## src/rtl/vga_display_adapter.sv

```systemverilog
// VGA display adapter: 640x480@60 timing from gpu_clk, 2x-doubled reads from a 320x240x4 frame
// buffer, 4-bit index to 12-bit RGB. Define VGA_PALETTE_EN for the CGA palette, else grayscale.
module vga_display_adapter #(
  parameter int CLK_DIV  = 2,
  parameter int H_ACTIVE = 640,
  parameter int H_FP     = 16,
  parameter int H_SYNC   = 96,
  parameter int H_BP     = 48,
  parameter int V_ACTIVE = 480,
  parameter int V_FP     = 10,
  parameter int V_SYNC   = 2,
  parameter int V_BP     = 33,
  parameter int FB_WIDTH = 320
) (
  input  logic        gpu_clk,
  input  logic        rst,
  output logic [16:0] vga_pixel_addr,
  input  logic [3:0]  vga_pixel_data,
  output logic        vga_hsync,
  output logic        vga_vsync,
  output logic [3:0]  vga_r,
  output logic [3:0]  vga_g,
  output logic [3:0]  vga_b,
  output logic        vga_frame_start
);

  localparam int H_TOTAL = H_ACTIVE + H_FP + H_SYNC + H_BP;
  localparam int V_TOTAL = V_ACTIVE + V_FP + V_SYNC + V_BP;
  localparam int DIV_W   = (CLK_DIV > 1) ? $clog2(CLK_DIV) : 1;

  // Flag bundle order in the delay line: {active, hs_n, vs_n, fs}
  localparam logic [3:0] FLAGS_IDLE = 4'b0110;

  logic [DIV_W-1:0] div_cnt_r;
  logic [9:0]       h_r;
  logic [9:0]       v_r;
  logic             tick_s;
  logic             h_last_s;
  logic             v_last_s;
  logic             active_s;
  logic             hs_n_s;
  logic             vs_n_s;
  logic             fs_s;
  logic [16:0]      y_ext_s;
  logic [16:0]      x_ext_s;
  logic [16:0]      addr_s;
  logic [3:0]       flags_d1_r;
  logic [3:0]       flags_d2_r;
  logic [11:0]      rgb_s;

  function automatic logic [11:0] map_color(input logic [3:0] idx);
`ifdef VGA_PALETTE_EN
    logic [11:0] rgb;
    case (idx)
      4'h0:    rgb = 12'h000;
      4'h1:    rgb = 12'h00A;
      4'h2:    rgb = 12'h0A0;
      4'h3:    rgb = 12'h0AA;
      4'h4:    rgb = 12'hA00;
      4'h5:    rgb = 12'hA0A;
      4'h6:    rgb = 12'hA50;
      4'h7:    rgb = 12'hAAA;
      4'h8:    rgb = 12'h555;
      4'h9:    rgb = 12'h55F;
      4'hA:    rgb = 12'h5F5;
      4'hB:    rgb = 12'h5FF;
      4'hC:    rgb = 12'hF55;
      4'hD:    rgb = 12'hF5F;
      4'hE:    rgb = 12'hFF5;
      4'hF:    rgb = 12'hFFF;
      default: rgb = 12'h000;
    endcase
    return rgb;
`else
    return {idx, idx, idx};
`endif
  endfunction

  assign tick_s   = (div_cnt_r == DIV_W'(CLK_DIV - 1));
  assign h_last_s = (h_r == 10'(H_TOTAL - 1));
  assign v_last_s = (v_r == 10'(V_TOTAL - 1));

  // Pixel-tick divider and raster counters; the whole frame wraps on a single tick
  always_ff @(posedge gpu_clk) begin
    if (rst) begin
      div_cnt_r <= DIV_W'(0);
      h_r       <= 10'd0;
      v_r       <= 10'd0;
    end else if (tick_s) begin
      div_cnt_r <= DIV_W'(0);
      if (h_last_s) begin
        h_r <= 10'd0;
        v_r <= v_last_s ? 10'd0 : v_r + 10'd1;
      end else begin
        h_r <= h_r + 10'd1;
      end
    end else begin
      div_cnt_r <= div_cnt_r + DIV_W'(1);
    end
  end

  assign active_s = (h_r < 10'(H_ACTIVE)) && (v_r < 10'(V_ACTIVE));
  assign hs_n_s   = !((h_r >= 10'(H_ACTIVE + H_FP)) && (h_r < 10'(H_ACTIVE + H_FP + H_SYNC)));
  assign vs_n_s   = !((v_r >= 10'(V_ACTIVE + V_FP)) && (v_r < 10'(V_ACTIVE + V_FP + V_SYNC)));
  assign fs_s     = (h_r == 10'd0) && (v_r == 10'd0) && (div_cnt_r == DIV_W'(0));
  assign y_ext_s  = {8'd0, v_r[9:1]};
  assign x_ext_s  = {8'd0, h_r[9:1]};

  // Doubled source address; the default 320 stride avoids a multiplier
  always_comb begin
    addr_s = 17'd0;
    if (active_s) begin
      if (FB_WIDTH == 320) begin
        addr_s = (y_ext_s << 8) + (y_ext_s << 6) + x_ext_s;
      end else begin
        addr_s = (y_ext_s * 17'(FB_WIDTH)) + x_ext_s;
      end
    end else begin
      addr_s = 17'd0;
    end
  end

  always_comb begin
    rgb_s = 12'd0;
    if (flags_d2_r[3]) begin
      rgb_s = map_color(vga_pixel_data);
    end else begin
      rgb_s = 12'd0;
    end
  end

  // Three-stage pipeline: address, frame buffer read, colour/sync output
  always_ff @(posedge gpu_clk) begin
    if (rst) begin
      vga_pixel_addr  <= 17'd0;
      flags_d1_r      <= FLAGS_IDLE;
      flags_d2_r      <= FLAGS_IDLE;
      vga_hsync       <= 1'b1;
      vga_vsync       <= 1'b1;
      vga_frame_start <= 1'b0;
      vga_r           <= 4'd0;
      vga_g           <= 4'd0;
      vga_b           <= 4'd0;
    end else begin
      vga_pixel_addr  <= addr_s;
      flags_d1_r      <= {active_s, hs_n_s, vs_n_s, fs_s};
      flags_d2_r      <= flags_d1_r;
      vga_hsync       <= flags_d2_r[2];
      vga_vsync       <= flags_d2_r[1];
      vga_frame_start <= flags_d2_r[0];
      vga_r           <= rgb_s[11:8];
      vga_g           <= rgb_s[7:4];
      vga_b           <= rgb_s[3:0];
    end
  end

endmodule
```

## config.mk

```make
export PLATFORM = sky130hd
export DESIGN_NAME = vga_display_adapter
export DESIGN_NICKNAME = d
export VERILOG_FILES = /design/src/rtl/vga_display_adapter.sv
export SDC_FILE = /design/constraint.sdc
export NUM_CORES = 1
export LEC_CHECK = 0
export CAP_MARGIN = 10
export CORE_UTILIZATION = 53
export DETAILED_ROUTE_END_ITERATION = 8
export PLACE_DENSITY_LB_ADDON = 0.1
export SLEW_MARGIN = 20
export SYNTH_ARGS = -nofsm -noshare
export SYNTH_HDL_FRONTEND = slang
export SYNTH_SLANG_ARGS = --single-unit
```

## constraint.sdc

```tcl
create_clock -name gpu_clk -period 3.5 [get_ports gpu_clk]
set_input_delay 0.7 -clock gpu_clk [delete_from_list [all_inputs] [get_ports gpu_clk]]
set_output_delay 0.7 -clock gpu_clk [all_outputs]
set_load 0.05 [all_outputs]
```

==> summary.txt <==
Floorplan
  – Die area: 0.00502 mm^2
  – Initial Util: 56.6%
  – Core box area: 0.00444 mm^2
  – Die Ht: roughly 70 um
  – IO Pins: 38
  – Die span in x: ~70 um
  – Rows: 24

Clock network
  – Clock transition time at the flip-flop clock pins of the worst setup and hold paths: 0.10 ns
  – CTS Sinks: between 50 and 60
  – Post-CTS Setup Inserts: 0
  – Hold-fix buffers, CTS: 0
  – Number of H-tree levels: 2
  – Root Buffer: clkbuf_8
  – Worst-Skew Late Latency: between 0.3 and 0.4 ns
  – Post-cts resize count: 0
  – CTS tree: yes
  – TritonCTS Buffers: 5
  – Deepest clock path buffer count: 2

Worst setup path
  – Worst-path maximum fanout: 10
  – Crit path DAT: 2.84 ns
  – FF-to-FF setup slack: approximately 0.90 ns
  – Required @ worst endpoint: around 3.7 ns
  – Critical Path Start Type: register
  – Worst setup EP type: register
  – Critical path class: reg2reg

STA
  – Slew margin rel.: 51.1%
  – RSZ-0062 raised after global routing: no
  – Final hold vios: 0
  – Worst-Margin Slew: slightly above 0.7 ns
  – Tcrit/Tclk final: 74.2%
  – Slew Limit Fails: 0
  – Final Critical Period: 2.60 ns
  – Final setup TNS: 0 ns
  – Final setup fails: 0
  – Worst Clk Skew: 0.00400 ns
  – Fmax: 385 MHz

Synthesis
  – Synth Flop Type: dfxtp_1
  – Syn_nets: 295
  – Post-synth top area cell: dfxtp_1
  – YS warnings: 0
  – Cells after synthesis: 266
  – Post-Syn Area: around 0.0025 mm^2
  – Number of synthesized register bits: 53
  – Synth top area share: 42.2%
  – Synth top area cells: dfxtp_1 42%, ha_1 10%, and2_1 3.7%
  – Avg Synthesized Cell Area: about 9.5 um^2
  – FFs w/ async S/R, synth: 0%
  – Post-synth EDFFs: 0
  – Seq/Total Area, Yosys: between 40% and 50%
  – Netlist cell types: between 40 and 50

Place
  – Final HPWL DP: 3310 um
  – PortBufs: 37
  – Cell Area, Placed: 0.00286 mm^2
  – GP Congestion: 0.863

Routing
  – DRT Pass-1 Iters: 7
  – Final WL: 4660 um
  – Routed vias: 1926
  – Post-DRT Antenna Nets: 0
  – DRC: 18
  – Routed WL per cell: 13.4 um
  – Starting DRT DRC Count: 107
  – DR vias/cell: 5.53

Global routing
  – First-pass GRT wire length: 7660 um
  – Antenna violations before repair: 0
  – GRT Util Overall: 19.2%
  – Vias in the first global route: between 1500 and 2000
  – Largest net degree at the start of global routing: 22
  – Overflow after GRT: 0

Final layout
  – Reg area: around 0.0011 mm^2
  – Layout cells sized above 1: 7.77%
  – Fillcell total: around 380
  – Area grow syn2layout: 17.5%
  – Antenna Cells: 0
  – Fin nets: approximately 320
  – Multi-input logic area: 0.00132 mm^2
  – Final instance area: 0.00295 mm^2

Power and ir drop
  – LEAKAGE: between 1 and 1.5 nW
  – P per Cell Area: between 300 and 400 mW/mm^2
  – Peak supply drop: roughly 240 uV

Run
  – Max-Cap Viols: 0

Run status
  – Status: complete, but fails checks
  – Failing checks: DRC

Min path
  – Hold Path Class: reg2reg
-- through the flow --
step | worst slack [ns] | hold WS, ns | instances | power [W] | util [%]
2_1_floorplan | 1.10 | 0.389 | 266 | 0.000671 | -
3_3_place_gp | 0.993 | 0.391 | 340 | 0.000689 | 64.3
3_5_place_dp | 0.931 | 0.398 | 340 | 0.000691 | 64.4
4_1_cts | 0.898 | 0.421 | 348 | 0.00103 | 66.5
5_1_grt | 0.768 | 0.444 | 348 | 0.00106 | 66.5
6_report | 0.903 | 0.417 | 348 | 0.00103 | 66.5
-- power breakdown --
group | switching [W] | internal (W) | total (W) | leakage, nW
sequential | 0.00000779 | 0.000611 | 0.000619 | 0.429
combinational | 0.0000345 | 0.0000228 | 0.0000574 | 0.758
clock | 0.000208 | 0.000142 | 0.000350 | 0.0445
total | 0.000250 | 0.000776 | 0.00103 | 1.23
-- worst max-delay path: stages, from the launching register on --
cell,delay [ns]
dfxtp_1,0.55
fa_1,0.53
fa_1,0.49
a211oi_1,0.30
nor2_1,0.10
a221oi_1,0.33
mux2i_1,0.23
-- cells by family (layout without fill, tap and decap cells) --
logic type | after synthesis | in the layout | synth area share (%)
XOR/XNOR | 12 | 12 | 4.18
flip-flops | 53 | 53 | 42.2
AND/OR/NAND/NOR | 108 | 108 | 24.4
buffers and inverters | 26 | 56 | 5.77
adder cells (fa/ha/maj) | 23 | 23 | 12.0
multiplexers | 5 | 5 | 2.04
AO/OA/AOI/OAI | 39 | 39 | 9.40
-- area by class of cell --
type / instances / share of cell area (%)
Clock buffer: 5 / 2.33
Clock inverter: 3 / 0.720
Tap cell: 52 / 2.20
Multi-Input combinational cell: 187 / 44.8
Sequential cell: 53 / 35.9
Timing Repair Buffer: 38 / 12.8
Inverter: 10 / 1.27
-- worst paths after layout --
path | cells past startpoint | to | startpoint
max | 6 | vga_pixel_addr[15] | v_r[1]
max reg2reg | 6 | vga_pixel_addr[15] | v_r[1]
min reg2reg | 1 | flags_d2_r[1] | flags_d1_r[1]
min | 1 | flags_d2_r[1] | flags_d1_r[1]
-- layer usage --
| layer | vias to the layer above | wire length [um] | global-route usage, % |
|---|---|---|---|
| met3 | 7 | 180 | 3.13 |
| met1 | 886 | 2330 | 25.6 |
| met5 | - | 0 | 0 |
| met4 | 0 | 72 | 6.67 |
| met2 | 46 | 2080 | 31.7 |
| li1 | 987 | - | - |
-- Yosys cell counts, drive strengths merged (9+ instances only) --
master  count
buf        12
nand3       9
o21ai      12
ha         21
inv        10
a21oi      15
nor2       20
nand4      12
dfxtp      53
and2       17
nand2      12
xor2        9
-- sequential cells by signal, indices dropped and copies added (netlist names), 4 cells and up --
name,cells
flags_d2_r,4
h_r,10
v_r,10
vga_b,4
flags_d1_r,4
vga_pixel_addr,17
-- cell usage in the layout (no fill, tap or decap), types with 6 or more instances in the layout --
master | synthesis | final
a21oi_1 | 14 | 14
and2_1 | 15 | 15
clkdlybuf4s50_1 | 0 | 37
dfxtp_1 | 53 | 53
ha_1 | 21 | 21
inv_1 | 10 | 10
nand2_1 | 12 | 12
nand3_1 | 9 | 9
nand4_1 | 12 | 12
nor2_1 | 20 | 20
nor2b_1 | 6 | 6
o21ai_0 | 11 | 11
xor2_1 | 9 | 9
(Power assumes the default switching activity.)
